### config.mk
export PLATFORM = sky130hd
export DESIGN_NAME = hazard_scoreboard
export DESIGN_NICKNAME = d
export VERILOG_FILES = /design/src/rtl/hazard_scoreboard.sv
export SDC_FILE = /design/constraint.sdc
export NUM_CORES = 1
export LEC_CHECK = 0
export CORE_MARGIN = 3
export CORE_UTILIZATION = 45
export CTS_CLUSTER_SIZE = 20
export DETAILED_ROUTE_END_ITERATION = 8
export PLACE_DENSITY = 0.74
export SYNTH_ARGS = -nofsm -noshare
export SYNTH_HDL_FRONTEND = slang
export SYNTH_SLANG_ARGS = --single-unit
### constraint.sdc
create_clock -name CLK -period 5.29 [get_ports CLK]
set_input_delay 0.529 -clock CLK [delete_from_list [all_inputs] [get_ports CLK]]
set_output_delay 0.529 -clock CLK [all_outputs]
set_load 0.01 [all_outputs]
### src/rtl/hazard_scoreboard.sv
// hazard_scoreboard: tracks in-flight destination registers EX..WB; produces data/control stall, ID flush and EX forwarding selects.
// Latency: stall/flush_id are combinational in the same cycle; ex_fwd_a/b are registered on the ID->EX move (valid while the consumer is in EX).
// Backpressure: stall holds PC and IF/ID and injects a bubble into slot 1; an honoured redirect squashes slots younger than the branch.
module hazard_scoreboard #(
    parameter int ADDR_W     = 5,
    parameter int DEPTH      = 3,
    parameter int LOAD_STAGE = 2,
    parameter int BR_STAGE   = 2,
    parameter int CTRL_MODE  = 0,
    parameter int CNT_W      = 16,
    parameter int SEL_W      = $clog2(DEPTH)
) (
    input  logic              CLK,
    input  logic              RST,
    input  logic              id_valid,
    input  logic [ADDR_W-1:0] id_rs,
    input  logic [ADDR_W-1:0] id_rt,
    input  logic              id_rs_used,
    input  logic              id_rt_used,
    input  logic              id_wr_en,
    input  logic [ADDR_W-1:0] id_wr_addr,
    input  logic              id_is_load,
    input  logic              id_is_ctrl,
    input  logic              redirect,
    output logic              stall,
    output logic              flush_id,
    output logic [SEL_W-1:0]  ex_fwd_a,
    output logic [SEL_W-1:0]  ex_fwd_b,
    output logic [DEPTH-1:0]  slot_valid,
    output logic [CNT_W-1:0]  stall_cnt,
    output logic [CNT_W-1:0]  flush_cnt
);

    typedef struct packed {
        logic              valid;
        logic              wr;
        logic [ADDR_W-1:0] addr;
        logic              load;
        logic              ctrl;
    } slot_t;

    // Array index k holds slot k+1 (index 0 = EX, index DEPTH-1 = WB).
    slot_t            slot_q [DEPTH];
    slot_t            slot_d [DEPTH];
    logic [SEL_W-1:0] ex_fwd_a_q, ex_fwd_a_d;
    logic [SEL_W-1:0] ex_fwd_b_q, ex_fwd_b_d;
    logic [CNT_W-1:0] stall_cnt_q, stall_cnt_d;
    logic [CNT_W-1:0] flush_cnt_q, flush_cnt_d;

    logic [SEL_W-1:0] sel_a, sel_b;
    logic             lu_a, lu_b;
    logic             ctrl_haz;
    logic             redir_hon;
    logic             issue;

    // Youngest matching writer per source: scan oldest to youngest so the youngest overwrites.
    always_comb begin
        sel_a = '0;
        sel_b = '0;
        lu_a  = 1'b0;
        lu_b  = 1'b0;
        for (int k = DEPTH - 1; k >= 0; k--) begin
            if (slot_q[k].valid && slot_q[k].wr && id_rs_used && (slot_q[k].addr == id_rs)) begin
                sel_a = (k < DEPTH - 1) ? SEL_W'(k + 1) : '0;
                lu_a  = slot_q[k].load && (k + 1 < LOAD_STAGE);
            end
            if (slot_q[k].valid && slot_q[k].wr && id_rt_used && (slot_q[k].addr == id_rt)) begin
                sel_b = (k < DEPTH - 1) ? SEL_W'(k + 1) : '0;
                lu_b  = slot_q[k].load && (k + 1 < LOAD_STAGE);
            end
        end
    end

    // Control hazard, redirect qualification and the resulting stall/flush decisions.
    always_comb begin
        ctrl_haz = 1'b0;
        if (CTRL_MODE == 0) begin
            for (int k = 0; k < BR_STAGE - 1; k++) begin
                if (slot_q[k].valid && slot_q[k].ctrl) begin
                    ctrl_haz = 1'b1;
                end
            end
        end
        redir_hon = redirect && slot_q[BR_STAGE-1].valid && slot_q[BR_STAGE-1].ctrl;
        stall     = (lu_a || lu_b || ctrl_haz) && id_valid && !redir_hon;
        flush_id  = redir_hon;
        issue     = id_valid && !stall && !redir_hon;
    end

    // Next scoreboard contents: shift one slot, squash branch-younger slots on redirect, load slot 1.
    always_comb begin
        slot_d[0] = '0;
        if (issue) begin
            slot_d[0].valid = 1'b1;
            slot_d[0].wr    = id_wr_en && (id_wr_addr != '0);
            slot_d[0].addr  = id_wr_addr;
            slot_d[0].load  = id_is_load;
            slot_d[0].ctrl  = id_is_ctrl;
        end
        for (int k = 1; k < DEPTH; k++) begin
            slot_d[k] = slot_q[k-1];
            if (redir_hon && (k - 1 < BR_STAGE - 1)) begin
                slot_d[k] = '0;
            end
        end
        ex_fwd_a_d = issue ? sel_a : '0;
        ex_fwd_b_d = issue ? sel_b : '0;
    end

    // Saturating event counters.
    always_comb begin
        stall_cnt_d = stall_cnt_q;
        flush_cnt_d = flush_cnt_q;
        if (stall && (stall_cnt_q != {CNT_W{1'b1}})) begin
            stall_cnt_d = stall_cnt_q + CNT_W'(1);
        end
        if (flush_id && (flush_cnt_q != {CNT_W{1'b1}})) begin
            flush_cnt_d = flush_cnt_q + CNT_W'(1);
        end
    end

    // State registers with asynchronous reset.
    always_ff @(posedge CLK or posedge RST) begin
        if (RST) begin
            for (int k = 0; k < DEPTH; k++) begin
                slot_q[k] <= '0;
            end
            ex_fwd_a_q  <= '0;
            ex_fwd_b_q  <= '0;
            stall_cnt_q <= '0;
            flush_cnt_q <= '0;
        end else begin
            for (int k = 0; k < DEPTH; k++) begin
                slot_q[k] <= slot_d[k];
            end
            ex_fwd_a_q  <= ex_fwd_a_d;
            ex_fwd_b_q  <= ex_fwd_b_d;
            stall_cnt_q <= stall_cnt_d;
            flush_cnt_q <= flush_cnt_d;
        end
    end

    // Output views of the registered state.
    always_comb begin
        for (int k = 0; k < DEPTH; k++) begin
            slot_valid[k] = slot_q[k].valid;
        end
        ex_fwd_a  = ex_fwd_a_q;
        ex_fwd_b  = ex_fwd_b_q;
        stall_cnt = stall_cnt_q;
        flush_cnt = flush_cnt_q;
    end

endmodule

# After elaboration in Yosys (flattened, before gate mapping)
# Index checks and enable logic that the tools add are counted.
[totals] ff_bits=54 elab_cells=58
[classes] reduce_logical=25 addsub=2 n_eq_ne=6 n_mux=11
[op_table] operator="$add 16x1->16 const B" n=2
[op_table] operator="$ne 16x16->1 const B" n=2
[op_table] operator="$eq 5x5->1" n=4
[op_table] operator="$logic_and 1x1->1" n=20
[op_table] operator="$mux 9" n=2
[op_table] operator="$mux 2" n=6
[op_table] operator="$reduce_bool 5->1" n=1
[op_table] operator="$mux 1" n=3
[op_table] operator="$logic_not 1->1" n=2
[op_table] operator="$logic_or 1x1->1" n=2

# Logic depth before layout (Yosys ltp)
[logic_depth] ltp_word=12 ltp_mapped=7 depth_no_buf=6

# Worst setup path before layout
# OpenSTA, ideal clock, no wires.
[synth_timing] path_type="input -> output" from="in id_rt[4]" to="out stall" setup_slack_ps=3169 path_buffers=1 cell_stages=6 t_arrival_ps=1592 cell_sequence="xor2_1 > nor4_1 > and4_1 > a21oi_2 > clkbuf_1 > nor2_1"
[synth_between] elab_chain_len=7
[synth_rtl] item="start, declared" line="17" rtl="input logic [ADDR_W-1:0] id_rt,"
[synth_rtl] item="$eq 5x5->1" line="67" rtl="if (slot_q[k].valid && slot_q[k].wr && id_rt_used && (slot_q[k].addr == id_rt)) begin"
[synth_rtl] item="$logic_and 1x1->1" line="67"
[synth_rtl] item="$mux 1" line="67"
[synth_rtl] item="$logic_or 1x1->1 (2 in a row)" line="85" rtl="stall = (lu_a || lu_b || ctrl_haz) && id_valid && !redir_hon;"
[synth_rtl] item="$logic_and 1x1->1 (2 in a row)" line="85"
[synth_rtl] item="end, declared" line="25" rtl="output logic stall,"
# No other way between the ends.

# Worst setup path in the final report
[layout_timing] from="in id_rs[4]" to="out stall"
[layout_between] elab_chain_len=7
[layout_rtl] item="start, declared" line="16" rtl="input logic [ADDR_W-1:0] id_rs,"
[layout_rtl] item="$eq 5x5->1" line="63" rtl="if (slot_q[k].valid && slot_q[k].wr && id_rs_used && (slot_q[k].addr == id_rs)) begin"
[layout_rtl] item="$logic_and 1x1->1" line="63"
[layout_rtl] item="$mux 1" line="63"
[layout_rtl] item="$logic_or 1x1->1 (2 in a row)" line="85"
[layout_rtl] item="$logic_and 1x1->1 (2 in a row)" line="85"
# No other way between the ends.

==> summary.txt <==
Status
  – Status: complete, no violations

Floorplan
  – Chip width: 81.8 um
  – Die area: 6690 um2
  – Initial Utilization: 48.4%
  – I/O Pins: 65
  – Die Ht: 81.8 um
  – Row cnt: 26
  – Core area: 5340 um2

Power
  – Logic pwr share: 18.4%
  – Total power density per cell area: 274 nW/um2
  – Int Pwr: 683 uW
  – Power, Total: 926 uW
  – Lkg Pwr: 1.56 nW
  – Psw: 243 uW
  – Worst vdd ir: 177 uV
  – Switch share: 26.3%
  – Sequential Power Share: 52.8%
  – Clock network fraction of total power: 28.8%

Final layout
  – Layout cells sized above 1: 6.06%
  – Antenna Cells: 0
  – Fillers: 454
  – Final instance area: 3390 um2
  – Multi-input logic area: 1170 um2
  – FF/Latch Area: 1350 um2
  – Synth-to-layout area growth: 31.0%
  – Layout Nets: 322
  – Post-Layout Cell Count: 367

Yosys
  – Synth Instances: 232
  – Area leader, netlist: dfrtp_1
  – Largest cells by area after synthesis: dfrtp_1 52%, xor2_1 11%, xnor2_1 5.8%
  – Post-synthesis register bit count: 54
  – Synth warn: 0
  – Synth unique cells: 35
  – Cell Area, Synth: 2580 um2
  – Synth top area share: 52.3%
  – Syn Area/Cell: 11.1 um2
  – Fraction of the yosys area taken by sequential cells: 52.3%
  – Mapped Nets: 258

Timing
  – Setup_tns: 0 ps
  – Max frequency: 333 MHz
  – Post-layout min period: 3000 ps
  – Slew @ Worst Pin: 659 ps
  – RSZ-0062 raised after global routing: false
  – Final Slew Violations: 0
  – Fin. Hold Viols: 0
  – # setup viols final: 0
  – Final period util: 56.7%
  – Worst Skew: 5.59 ps
  – Max_slew headroom: 56.1%

Global route
  – First-pass GRT wire length: 9060 um
  – Vias in the first global route: 1947
  – Largest net degree at the start of global routing: 55
  – Tot GR Track Use: 17.9%
  – GR Overflow Total: 0
  – Initial antenna violation count: 0

Clock network
  – Number of buffers created by CTS: 5
  – Clock transition at path regs: 90 ps
  – CTS Hold Buffers Added: 0
  – H-tree depth: 2
  – Longest Clk Path Bufs: 2
  – Clock root cell: clkbuf_8
  – Post-CTS Setup Repair Bufs: 0
  – Sink Count: 54
  – CTS tree: done
  – Later-pin clock latency in the skew report: 310 ps
  – Post-CTS Resized: 0

Placed design
  – Dpl cells: 359
  – DP Area: 3280 um2
  – I/O Buffers: 64
  – HPWL after DPL: 4000 um
  – RePlAce Congestion: 0.797

Drt
  – Via density: 5.29
  – DRC violations left: 0
  – Initial DRT Pass Iterations: 4
  – Antenna viol nets, final: 0
  – Met2 WL: 2540 um
  – Wl on met1: 2440 um
  – WL met3: 303 um
  – Final wirelength: 5360 um
  – Via count: 1941
  – Detailed Route Iter0 Violations: 79
  – Max layer used: met4
  – WL/cell: 14.6 um

Setup path
  – Reg-to-Reg End: stall_cnt[9]$_DFFE_PP0P_
  – Crit. End Element: output pin
  – CP Launch Type: input pin
  – R2R Setup Slk: 2940 ps
  – Worst reg-to-reg path cell count: 6
  – Critical path peak fanout: 3
  – Setup CP Type: input pin to output pin
  – Required time of the critical path: 4760 ps
  – Worst Path Arrival: 2470 ps
  – R2R Path Start: slot_valid[1]$_DFF_PP0_

Worst hold path
  – Hold Path End: slot_valid[2]$_DFF_PP0_
  – Hold Crit Depth: 0
  – Hold crit path type: flip-flop to flip-flop
  – Hold path start: slot_valid[1]$_DFF_PP0_

Flow run
  – Max_cap viols: 0
==> power groups by stage <==
stage	combinational (mW)	clock, mW	sequential (mW)
6_report	0.170	0.267	0.489
4_1_cts	0.173	0.276	0.488
5_1_grt	0.186	0.297	0.495
3_3_place_gp	0.167	0	0.495
3_5_place_dp	0.172	0	0.495
2_1_floorplan	0.0758	0	0.496
==> area by class of cell <==
class,instances,share of cell area (%)
sequential,54,39.9
multi-input combinational,166,34.7
timing repair buffer,66,19.4
tap,70,2.59
clock buffer,7,2.25
clock inverter,1,0.887
inverter,3,0.333
==> placed cells by master, fill, tap and decap left out, drive strengths merged, types with 2 or more instances in the layout <==
cell type      instances
xnor2                 17
inv                    3
and2                  11
dfrtp                 54
buf                    2
nand2                 14
ha                     2
mux2                   2
xor2                  33
and3                  17
nand4                 10
or3                    5
nor4                   9
clkdlybuf4s50         64
nor2                   5
o211ai                 2
a21oi                  3
nand3                 15
clkbuf                 7
nor3                  11
and4                   3
==> how the worst max path moves through the flow <==
stage / startpoint / to / slack (ps) / cells after the start
after global routing: id_rs[0] / stall / 2160 / 7
after detailed placement: id_rs[4] / stall / 2270 / 7
final: id_rs[4] / stall / 2290 / 7
after global placement: id_rt[4] / stall / 2310 / 7
after floorplan: id_rt[4] / stall / 3170 / 6
after CTS: id_rs[4] / stall / 2280 / 7
==> synthesized netlist by cell type <==
master and instances:
xnor2_1 17, nand3_1 14, or3_4 1, o311a_1 1
nor4_2 1, nand2_1 14, inv_1 3, and3_1 17
o211a_1 1, a21oi_2 1, o21a_1 1, and4_4 1
nor4_4 1, and2_1 11, buf_2 2, nor3_1 11
nand4_1 10, nor2b_1 1, nor4_1 7, ha_1 2
o211ai_1 2, or4_4 1, a32o_1 1, and4_1 2
or3_1 4, a21oi_1 2, dfrtp_1 54, mux2_2 1
nand3_2 1, nor2_1 5, clkbuf_1 4, mux2_4 1
nand4b_1 1, buf_4 3, xor2_1 33
==> logic make-up after synthesis <==
logic type               count (synthesis)  share of synthesized area [%]
AND/OR/NAND/NOR                        103                           23.7
flip-flops                              54                           52.3
XOR/XNOR                                50                           16.9
buffers and inverters                   12                           2.28
AO/OA/AOI/OAI                            9                           2.76
multiplexers                             2                           1.02
adder cells (fa/ha/maj)                  2                          0.968
==> through the flow <==
stage	hold slack (ps)	setup WS (ps)	utilization, %
after floorplan	395	3170	-
after global placement	445	2310	61.5
after detailed placement	454	2270	61.5
after CTS	481	2280	63.5
after global routing	502	2160	63.5
final	483	2290	63.5
==> per-layer routing <==
| layer | GRT usage [%] | vias up |
|---|---|---|
| met5 | 0 | - |
| met4 | 5.98 | 0 |
| met3 | 4.61 | 6 |
| met2 | 28.8 | 50 |
| met1 | 23.5 | 945 |
| li1 | - | 940 |
==> registers in the layout, summed over array words and instances (netlist names) <==
| signal | count |
|---|---|
| stall_cnt | 16 |
| slot_valid | 3 |
| ex_fwd_a | 2 |
| slot_d | 7 |
| slot_q | 8 |
| flush_cnt | 16 |
| ex_fwd_b | 2 |
==> worst max-delay path, stage by stage <==
cell and delay [ps]:
clkdlybuf4s50_1 470, xor2_1 180, nor3_1 320, a32o_1 260, a21oi_2 60, nor2_1 110, clkdlybuf4s50_1 540
Note: power is estimated with default switching activity, not from simulation.
